<file path="src/rtl/demux_1_to_2_16bit_buf.sv">
// Buffered 1-to-2 word demultiplexer: each input word is steered by S into one
// of two small FIFOs, and each FIFO drives its own valid/ready output channel.
module demux_1_to_2_16bit_buf #(
  parameter int WIDTH = 16,
  parameter int DEPTH = 2,
  parameter int CW    = 2
) (
  input  logic             Clock,
  input  logic             Reset,
  input  logic             S,
  input  logic             I_valid,
  output logic             I_ready,
  input  logic [WIDTH-1:0] I,
  output logic             Q0_valid,
  input  logic             Q0_ready,
  output logic [WIDTH-1:0] Q0,
  output logic             Q1_valid,
  input  logic             Q1_ready,
  output logic [WIDTH-1:0] Q1,
  output logic [CW-1:0]    Count0,
  output logic [CW-1:0]    Count1
);

  localparam int AW = CW - 1;
  localparam logic [CW-1:0] FULL = CW'(DEPTH);

  logic [WIDTH-1:0] r_mem0 [DEPTH];
  logic [WIDTH-1:0] r_mem1 [DEPTH];
  logic [AW-1:0]    r_wptr0, r_rptr0, r_wptr1, r_rptr1;
  logic [CW-1:0]    r_count0, r_count1;

  logic w_accept, w_push0, w_push1, w_pop0, w_pop1;

  // A full channel still accepts when its consumer drains the head this cycle.
  assign I_ready  = ~Reset & (S ? ((r_count1 != FULL) | Q1_ready)
                                : ((r_count0 != FULL) | Q0_ready));
  assign w_accept = I_valid & I_ready;
  assign w_push0  = w_accept & ~S;
  assign w_push1  = w_accept & S;

  assign Q0_valid = (r_count0 != '0);
  assign Q1_valid = (r_count1 != '0);
  assign w_pop0   = Q0_valid & Q0_ready;
  assign w_pop1   = Q1_valid & Q1_ready;

  assign Q0     = Q0_valid ? r_mem0[r_rptr0] : '0;
  assign Q1     = Q1_valid ? r_mem1[r_rptr1] : '0;
  assign Count0 = r_count0;
  assign Count1 = r_count1;

  // Storage needs no reset: the counts alone decide which entries are live.
  always_ff @(posedge Clock) begin
    if (w_push0) r_mem0[r_wptr0] <= I;
    if (w_push1) r_mem1[r_wptr1] <= I;
  end

  always_ff @(posedge Clock) begin
    if (Reset) begin
      r_wptr0  <= '0;
      r_rptr0  <= '0;
      r_wptr1  <= '0;
      r_rptr1  <= '0;
      r_count0 <= '0;
      r_count1 <= '0;
    end else begin
      if (w_push0) r_wptr0 <= r_wptr0 + AW'(1);
      if (w_pop0)  r_rptr0 <= r_rptr0 + AW'(1);
      if (w_push1) r_wptr1 <= r_wptr1 + AW'(1);
      if (w_pop1)  r_rptr1 <= r_rptr1 + AW'(1);

      case ({w_push0, w_pop0})
        2'b10:   r_count0 <= r_count0 + CW'(1);
        2'b01:   r_count0 <= r_count0 - CW'(1);
        default: r_count0 <= r_count0;
      endcase

      case ({w_push1, w_pop1})
        2'b10:   r_count1 <= r_count1 + CW'(1);
        2'b01:   r_count1 <= r_count1 - CW'(1);
        default: r_count1 <= r_count1;
      endcase
    end
  end

endmodule

</file>
<file path="config.mk">
export PLATFORM = sky130hd
export DESIGN_NAME = demux_1_to_2_16bit_buf
export DESIGN_NICKNAME = d
export VERILOG_FILES = /design/src/rtl/demux_1_to_2_16bit_buf.sv
export SDC_FILE = /design/constraint.sdc
export NUM_CORES = 1
export LEC_CHECK = 0
export CAP_MARGIN = 0
export CORE_MARGIN = 2
export CORE_UTILIZATION = 54
export DETAILED_ROUTE_END_ITERATION = 6
export MAX_ROUTING_LAYER = met4
export PLACE_DENSITY = 0.84
export SETUP_SLACK_MARGIN = 0.1
export SYNTH_ARGS = -nofsm -noshare
export SYNTH_HDL_FRONTEND = slang
export SYNTH_SLANG_ARGS = --single-unit
export TNS_END_PERCENT = 5
</file>
<file path="constraint.sdc">
create_clock -name Clock -period 5.23 [get_ports Clock]
set_input_delay 1.046 -clock Clock [delete_from_list [all_inputs] [get_ports Clock]]
set_output_delay 1.046 -clock Clock [all_outputs]
set_load 0.02 [all_outputs]
</file>
==> summary.md <==
| Metric | Value |
|---|---|
| # placed instances | `between 300 and 400` |
| Worst hold slack | `between 0.5 and 0.6 ns` |
| Vias per cell | `between 5 and 6` |
| DRC | `0` |
| Root buffer cell | `clkbuf_8` |
| Worst EP arrival | `about 2.7 ns` |
| Max Cap Viol | `0` |
| Core box area | `approximately 0.0051 mm^2` |
| Largest net degree at the start of global routing | `18` |
| Most common cell after layout, fill and taps aside | `edfxtp_1` |
| Pleak | `around 1.2 nW` |
| Setup Fix Bufs, Post-CTS | `0` |
| Die footprint | `0.00595 mm^2` |
| Comb pwr share | `24.5%` |
| Skew final | `between 0.006 and 0.007 ns` |
| Sequential Power Share | `~50%` |
| Period utilisation layout | `between 70% and 80%` |
| Most frequent cells in the layout | `64 x edfxtp_1, 60 x clkdlybuf4s50_1, 41 x nor2_1, 33 x mux2i_1, 10 x dfxtp_1` |
| CTS Hold Bufs | `0` |
| Drt pass-1 iters | `4` |
| Max_slew headroom | `between 30% and 40%` |
| Clk pwr share | `between 20% and 30%` |
| Synth Area per Inst | `15.0 um^2` |
| Pwr/cell area | `approximately 380 mW/mm^2` |
| RSZ-0062 raised after global routing | `no` |
| Number of buffers created by CTS | `9` |
| Setup CP Type | `input port to primary output` |
| Initial antenna violation count | `0` |
| Synthesized area | `roughly 0.0029 mm^2` |
| Max-slew violation count | `0` |
| Share of layout cells above drive strength 1 | `~8.0%` |
| RePlAce Congestion | `between 0.7 and 0.8` |
| Post-synth top area cell | `edfxtp_1` |
| Total power | `between 1 and 1.5 mW` |
| Final setup violation count | `0` |
| Post-Place Worst Slack | `1.48 ns` |
| Mapped Cells | `about 190` |
| Worst Setup Start Kind | `input port` |
| Register area share after synthesis | `73.5%` |
| Vias in the first global route | `between 1.5k and 2k` |
| Post-CTS Resized | `0` |
| Antenna Cells | `0` |
| Boundary Pins | `61` |
| Routed via count | `roughly 1.7k` |
| Setup tns final | `0 ns` |
| Net switching fraction of the power | `between 20% and 30%` |
| Initial DRC count | `110` |
| ANT nets after route | `0` |
| Worst-Skew Late Latency | `roughly 0.34 ns` |
| Yosys reg bits | `74` |
| Yosys top cell area share | `around two thirds` |
| Clock buffer depth | `2` |
| Outcome | `completed` |
| Nets | `about 280` |
| DR WL/cell | `roughly 16 um` |
| Die width | `around 77 um` |
| CTS tree | `done` |
| Worst setup EP type | `primary output` |
| Layout fillers | `342` |
| Hold Crit Class | `register to register` |
| DP Wirelength | `about 3500 um` |
| Max Freq | `~270 MHz` |
| Net Count, Synth | `~220` |
| Min Tclk post-route | `~3.7 ns` |
| GRT overflow | `0` |
| Global-route wire length before repair | `roughly 8500 um` |
| Cell variety after synth | `24` |
| Slew of the pin with the lowest slew margin | `slightly above 1 ns` |
| Site row count | `26` |
| GRT Util Overall | `between 15 and 20%` |
| CP required | `roughly 4.2 ns` |
| P_sw | `413 uW` |
| Area delta synth->final | `29.1%` |
| Final instance area | `between 0.003 and 0.004 mm^2` |
| Input/output buffers | `60` |
| Synth warn | `0` |
| Drt total wl | `around 5300 um` |
| Starting Density | `56.2%` |
| Synth top area cells | `edfxtp_1 67%, mux2i_1 11%, dfxtp_1 6.9%` |
| Crit Path Max Fanout | `2` |
| Worst VDD drop | `between 0.2 and 0.3 mV` |
| Setup WS post-layout | `1.48 ns` |
| DP Area | `0.00357 mm^2` |
| Die Span Y | `between 70 and 80 um` |
| Final cell count without fillers | `between 300 and 400` |
| Final Hold Fails | `0` |
| Clock slew at reported path FFs | `about 0.07 ns` |
| Clock Sinks | `74` |
| Fin util | `slightly above 70%` |
| Htree depth | `3` |
| Cell internal pwr | `between 1 and 1.5 mW` |
## logic make-up after synthesis
logic type / count (synthesis) / share of synthesized area, %
fa+ha+maj: 2 / 0.866
buf+inv: 14 / 2.38
mux: 33 / 11.4
compound gates: 8 / 1.60
flops: 74 / 73.5
simple gates: 55 / 8.45
xor+xnor: 6 / 1.82
## power groups by stage
| stage | Combinational (mW) | Clock [mW] | Sequential [mW] |
|---|---|---|---|
| finish | 0.347 | 0.365 | 0.703 |
| global route | 0.369 | 0.398 | 0.707 |
| CTS | 0.352 | 0.373 | 0.703 |
| detailed placement | 0.350 | 0 | 0.716 |
| global placement | 0.343 | 0 | 0.715 |
| floorplan | 0.201 | 0 | 0.697 |
## cell type report
type	instances	area (um^2)	area share (%)
inverters	7	26.3	0.704
flip-flops and latches	74	2120	56.9
clock inverters	6	33.8	0.906
clock buffers	10	128	3.42
well taps	70	87.6	2.35
multi-input cells	104	709	19.0
repair buffers	63	623	16.7
## cells in the mapped netlist
| master | number |
|---|---|
| o311ai_0 | 1 |
| dfxtp_1 | 10 |
| inv_1 | 7 |
| nand2_1 | 2 |
| a21oi_1 | 2 |
| nand3_1 | 1 |
| o21ai_0 | 4 |
| mux2i_1 | 33 |
| or3b_1 | 1 |
| nor4b_1 | 1 |
| nor2_1 | 43 |
| buf_4 | 3 |
| or3_1 | 2 |
| and2_1 | 1 |
| nor2b_4 | 1 |
| buf_2 | 4 |
| xnor2_1 | 2 |
| nor3b_1 | 1 |
| edfxtp_1 | 64 |
| ha_1 | 2 |
| and3_1 | 1 |
| nand2b_1 | 1 |
| xor2_1 | 4 |
| o21a_1 | 1 |
## flip-flops by register name (all words and copies together) (netlist names), named ones only
signal,count
r_rptr0,1
r_wptr1,1
Count0,2
r_mem0,32
r_mem1,32
Count1,2
r_rptr1,1
r_wptr0,1
## worst max-delay path: stages
cell and delay [ns]:
clkdlybuf4s50_1 0.41, or3b_1 0.38, and2_1 0.18, o21a_1 0.16
clkdlybuf4s50_1 0.53
## final timing paths
check	from	end	slack (ns)	cells past startpoint
setup reg to reg	Count1[0]$_SDFFE_PP0P_	r_mem1[0][3]$_DFFE_PP_	3.32	3
hold reg to reg	r_wptr1$_SDFFE_PP0P_	r_wptr1$_SDFFE_PP0P_	0.51	1
hold / removal	r_wptr1$_SDFFE_PP0P_	r_wptr1$_SDFFE_PP0P_	0.51	1
setup / recovery	Q1_ready	I_ready	1.48	5
## layer usage
| layer | up-vias | part of all wire (%) | track usage (%) |
|---|---|---|---|
| li1 | 821 | - | - |
| met1 | 813 | 41 | 22.8 |
| met2 | 46 | 53 | 33.2 |
| met3 | 7 | 4.8 | 5.41 |
| met4 | 0 | 1.2 | 7.50 |
| met5 | - | 0 | - |
(Power assumes the default switching activity.)
==> variant 1: new RTL, same flow settings <==
The parameter `DEPTH` goes from 2 to 4.
--- a/src/rtl/demux_1_to_2_16bit_buf.sv
+++ b/src/rtl/demux_1_to_2_16bit_buf.sv
@@ -2,7 +2,7 @@
 // of two small FIFOs, and each FIFO drives its own valid/ready output channel.
 module demux_1_to_2_16bit_buf #(
   parameter int WIDTH = 16,
-  parameter int DEPTH = 2,
+  parameter int DEPTH = 4,
   parameter int CW    = 2
 ) (
   input  logic             Clock,
Formal check against the unedited RTL: not equivalent (a bounded check fails within 4 cycles, from zero or initial values and one cycle with Reset high).
==> variant 1 against the unedited design <==
  * Total power is 11% lower
  * Cell area is 1.2% lower
  * Final cell count is 1.5% lower
  * Hold slack worse by 0.016 ns
  * Sequential power is 3% lower
  * Non-clock buffer count stayed put
  * Sequential cell count stayed put
  * Clock power is 7.1% lower
  * Synthesized area is 0.65% lower
  * Setup slack better by 0.16 ns
  * Wire length is 0.71% higher
  * Critical path type unchanged
==> variant 1: results (changes against the unedited design) <==
sta:
  fin_skew_ns: 0.00421  # -0.00184 ns
  hold_ws_ns: 0.496  # -0.0155 ns
  tightest_slew_ns: 1.07  # +0.0388 ns
synth:
  yosysUniqueCellTypes: 20  # -17%
  synthArstFlopShare_pct: 0  # unchanged
  ys_seq_area_share_pct: 73.9  # +0.48 points
  synth_warnings: 0  # unchanged
  synth_area_leaders: "edfxtp_1 (67%), mux2i_1 (12%), dfxtp_1 (7.0%), nor2_1 (5.8%), xor2_1 (1.2%)"
  ys_top_cells_by_count: "edfxtp_1 (64), nor2_1 (44), mux2i_1 (34)"
  synth_nets: 216  # unchanged
global_route:
  grt_first_pass_wirelength_um: 8420  # -0.96%
  antenna_found_initial: 0  # unchanged
  grt_pass1_vias: 1707  # -0.58%
  grt_max_degree: 18  # unchanged
  track_usage_pct: 20.2  # +0.41 points
detailed_routing:
  wl_per_cell_um: 16.3  # +2.2%
  vias: 1695  # +0.47%
  drt-pass1-iter-count: 4  # unchanged
  drt_iter0_drc: 135  # +23%
  routed_wl_um: 5370  # +0.71%
critical_path:
  cp_slowest_cell: "clkdlybuf4s50_1"
  r2r_setup_slack_ns: 3.04  # -0.28 ns
  critical-path-max-stage-delay_ns: 0.64  # +0.11 ns
  rr_worst_depth: 3  # unchanged
  rr_startpoint: "Count0[0]$_SDFFE_PP0P_"
  cpLargestDelayFamily: "buffers and inverters"
  crit_fanout: 12  # +10
  reg2reg_to: "r_mem0[0][15]$_DFFE_PP_"
  cp.arrival_ns: 2.54  # -0.16 ns
layout:
  top_regs: "r_mem0 (32), r_mem1 (32)"
  layout-drive-gt1-share_pct: 5.79  # -2.2 points
  final_area_um2: 3680  # -1.2%
  nets: 281  # -0.71%
  fill_cells: 367  # +7.3%
cts:
  cts_buffers: 9  # unchanged
  cts-root-buf: "clkbuf_8"
  cts_max_level: 3  # unchanged
  ctsLongestPathBuffers: 2  # unchanged
  cts_setup_buffers: 0  # unchanged
  cts_resized: 0  # unchanged
  insertion_delay_ns: 0.33
placement:
  dpl-instance-area_um2: 3540  # -0.67%
  io_buffers: 60  # unchanged
  place.gp.congestion: 0.723  # -6.9%
  pre_cts_ws_ns: 1.65  # +0.172 ns
  dp.cells: 316  # -0.63%
  hpwl_um: 3440  # -0.32%
run_status:
  status: "completed"
pwr:
  switching_share_pct: 25.7  # -3.5 points
  vdd_ir_drop_max_uv: 207  # -30%
  leakage_nw: 1.21  # -2.6%
worst_hold_path:
  worstHoldEndpoint: "r_wptr0$_SDFFE_PP0P_"
  min_path_type: "reg -> reg"
  hold_path_startpoint: "r_wptr0$_SDFFE_PP0P_"
variant 1: layer usage:
| metal | vias to the layer above | wire [um] | track usage [%] |
|---|---|---|---|
| met2 | 57 | 2670 | 31.4 |
| li1 | 809 | - | - |
| met1 | 814 | 2330 | 23.8 |
| met4 | 0 | 146 | 12.0 |
| met5 | - | 0 | - |
| met3 | 15 | 224 | 5.29 |
variant 1: kinds of logic (layout without fill, tap and decap cells):
kind of cell,count (synthesis),in the layout,synth area share (%)
AO/OA/AOI/OAI,7,7,1.31
XOR/XNOR,6,6,1.83
adder cells (fa/ha/maj),2,2,0.872
buffers and inverters,16,83,2.44
flip-flops,74,74,73.9
multiplexers,34,34,11.9
AND/OR/NAND/NOR,53,53,7.76
variant 1: how the worst max path moves through the flow:
| stage | from | slack, ns | end |
|---|---|---|---|
| after floorplan | Reset | 2.42 | I_ready |
| after global placement | Reset | 1.67 | I_ready |
| after detailed placement | Reset | 1.65 | I_ready |
| after CTS | Reset | 1.63 | I_ready |
| after global routing | Reset | 1.54 | I_ready |
| final | Reset | 1.64 | I_ready |
variant 1: cell type report:
cell class / count / area share, %
sequential: 74 / 57.6
inverter: 7 / 0.713
clock buffer: 11 / 3.57
multi-input combinational: 102 / 18.6
timing repair buffer: 63 / 16.9
clock inverter: 2 / 0.204
tap: 70 / 2.38
variant 1: power groups by stage:
stage	registers [mW]	clock network (mW)	logic, mW
2_1_floorplan	0.683	0	0.134
3_3_place_gp	0.696	0	0.231
3_5_place_dp	0.697	0	0.237
4_1_cts	0.684	0.346	0.238
5_1_grt	0.686	0.371	0.252
6_report	0.684	0.339	0.236
==> variant 2: new RTL, same settings <==
Made on the original files. Put one more register stage on the output `Count0`. The value now appears one clock later. The other outputs are not delayed to match.
--- a/src/rtl/demux_1_to_2_16bit_buf.sv
+++ b/src/rtl/demux_1_to_2_16bit_buf.sv
@@ -45,7 +45,9 @@
 
   assign Q0     = Q0_valid ? r_mem0[r_rptr0] : '0;
   assign Q1     = Q1_valid ? r_mem1[r_rptr1] : '0;
-  assign Count0 = r_count0;
+  always_ff @(posedge Clock) begin
+    Count0 <= r_count0;
+  end
   assign Count1 = r_count1;
 
   // Storage needs no reset: the counts alone decide which entries are live.
Behaviour: not the same (Yosys sat finds a counterexample within 4 cycles, from zero or initial values and one cycle with Reset high).
==> variant 2 against the unedited design <==
  * Global-route usage increased by 0.88 points
  * Sequential cell count increased by 2
  * Synthesized area increased by 1.4%
  * Count of clock-buffer cells in the layout decreased by 1
  * Utilization increased by 2.7 points
  * Clock power increased by 70%
  * Via count increased by 0.53%
  * First-iteration DRC count increased by 23%
  * Critical path depth unchanged
  * Die area increased by 1.3%
  * Cell area increased by 4.4%
  * Total power increased by 19%
  * Setup slack improved by 0.0083 ns
  * Wire length increased by 4.6%
  * Critical endpoint unchanged
  * Largest power group unchanged
  * Highest routed layer unchanged
==> variant 2: results (changes against the unedited design) <==
synth:
  synth_area_leaders: "edfxtp_1 (66%), mux2i_1 (11%), dfxtp_1 (8.2%), nor2_1 (5.5%), xor2_1 (1.2%)"
  synth_nets: 218  # +0.93%
  ys_seq_area_share_pct: 73.8  # +0.36 points
  synth_compound_area_share_pct: 1.58  # -0.022 points
  ys_top_cells_by_count: "edfxtp_1 (64), nor2_1 (43), mux2i_1 (33)"
  synth_cells: 194  # +1.0%
  yosysUniqueCellTypes: 24  # unchanged
  synthXorXnorAreaFrac_pct: 1.79  # -0.025 points
  synth-adder-area-share_pct: 0.854  # -0.012 points
  synthMuxAreaShare_pct: 11.3  # -0.16 points
detailed_routing:
  wl_met1_um: 2270  # +4.6%
  drt_iter0_drc: 135  # +23%
  viasPerCell: 5.05  # about the same
  route.met3.wl_um: 219  # -15%
  wl_per_cell_um: 16.6  # +4.0%
  routed_wl_um: 5580  # +4.6%
  route.met2.wl_um: 3000  # +5.6%
placement:
  hpwl_um: 3550  # +2.6%
  dp.cells: 320  # +0.63%
  dpl-instance-area_um2: 3610  # +1.1%
  pre_cts_ws_ns: 1.49  # +0.0101 ns
sta:
  hold_ws_ns: 0.420  # -0.0911 ns
  period_needed_ns: 3.74  # -0.00829 ns
critical_path:
  cp.arrival_ns: 2.69  # about the same
  crit_path_end: "I_ready"
  rr_startpoint: "Count1[0]$_SDFFE_PP0P_"
  reg2reg_to: "r_mem1[1][3]$_DFFE_PP_"
worst_hold_path:
  worstHoldPathCells: 0  # -1
  hold_path_startpoint: "r_count0[1]$_SDFFE_PP0P_"
  worstHoldEndpoint: "Count0[1]$_DFF_P_"
global_route:
  use_met2_pct: 35.2  # +2.0 points
  use_met3_pct: 4.65  # -0.76 points
  grt_pass1_vias: 1763  # +2.7%
  grt_first_pass_wirelength_um: 8840  # +4.0%
  met1_usage_pct: 23.2  # +0.43 points
layout:
  seq_area_um2: 2160  # +1.9%
  fill_cells: 315  # -7.9%
  nets: 285  # +0.71%
  layout-drive-gt1-share_pct: 8.27  # +0.32 points
pwr:
  switching_share_pct: 25.1  # -4.1 points
  vdd_ir_drop_max_uv: 274  # -7.5%
run_status:
  status: "completed"
-- variant 2: power groups by stage --
stage / Combinational, mW / Sequential (mW) / Clock [mW]
finish: 0.348 / 0.722 / 0.619
global route: 0.373 / 0.725 / 0.651
detailed placement: 0.349 / 0.735 / 0
CTS: 0.353 / 0.722 / 0.628
floorplan: 0.201 / 0.716 / 0
global placement: 0.343 / 0.734 / 0
-- variant 2: logic make-up (layout without fill, tap and decap cells) --
group / count (synthesis) / in the layout
muxes: 33 / 33
AOI/OAI and AO/OA: 8 / 8
buffers and inverters: 14 / 86
xor gates and xnor gates: 6 / 6
and+or+nand+nor: 55 / 55
DFF: 76 / 76
adders and majority gates: 2 / 2
-- variant 2: final cells by class --
type / instances / share of cell area, %
clock buffers: 9 / 3.18
clock inverters: 7 / 4.18
inverters: 7 / 0.675
multi-input cells: 104 / 18.2
flip-flops and latches: 76 / 55.5
well taps: 70 / 2.25
repair buffers: 63 / 16.0
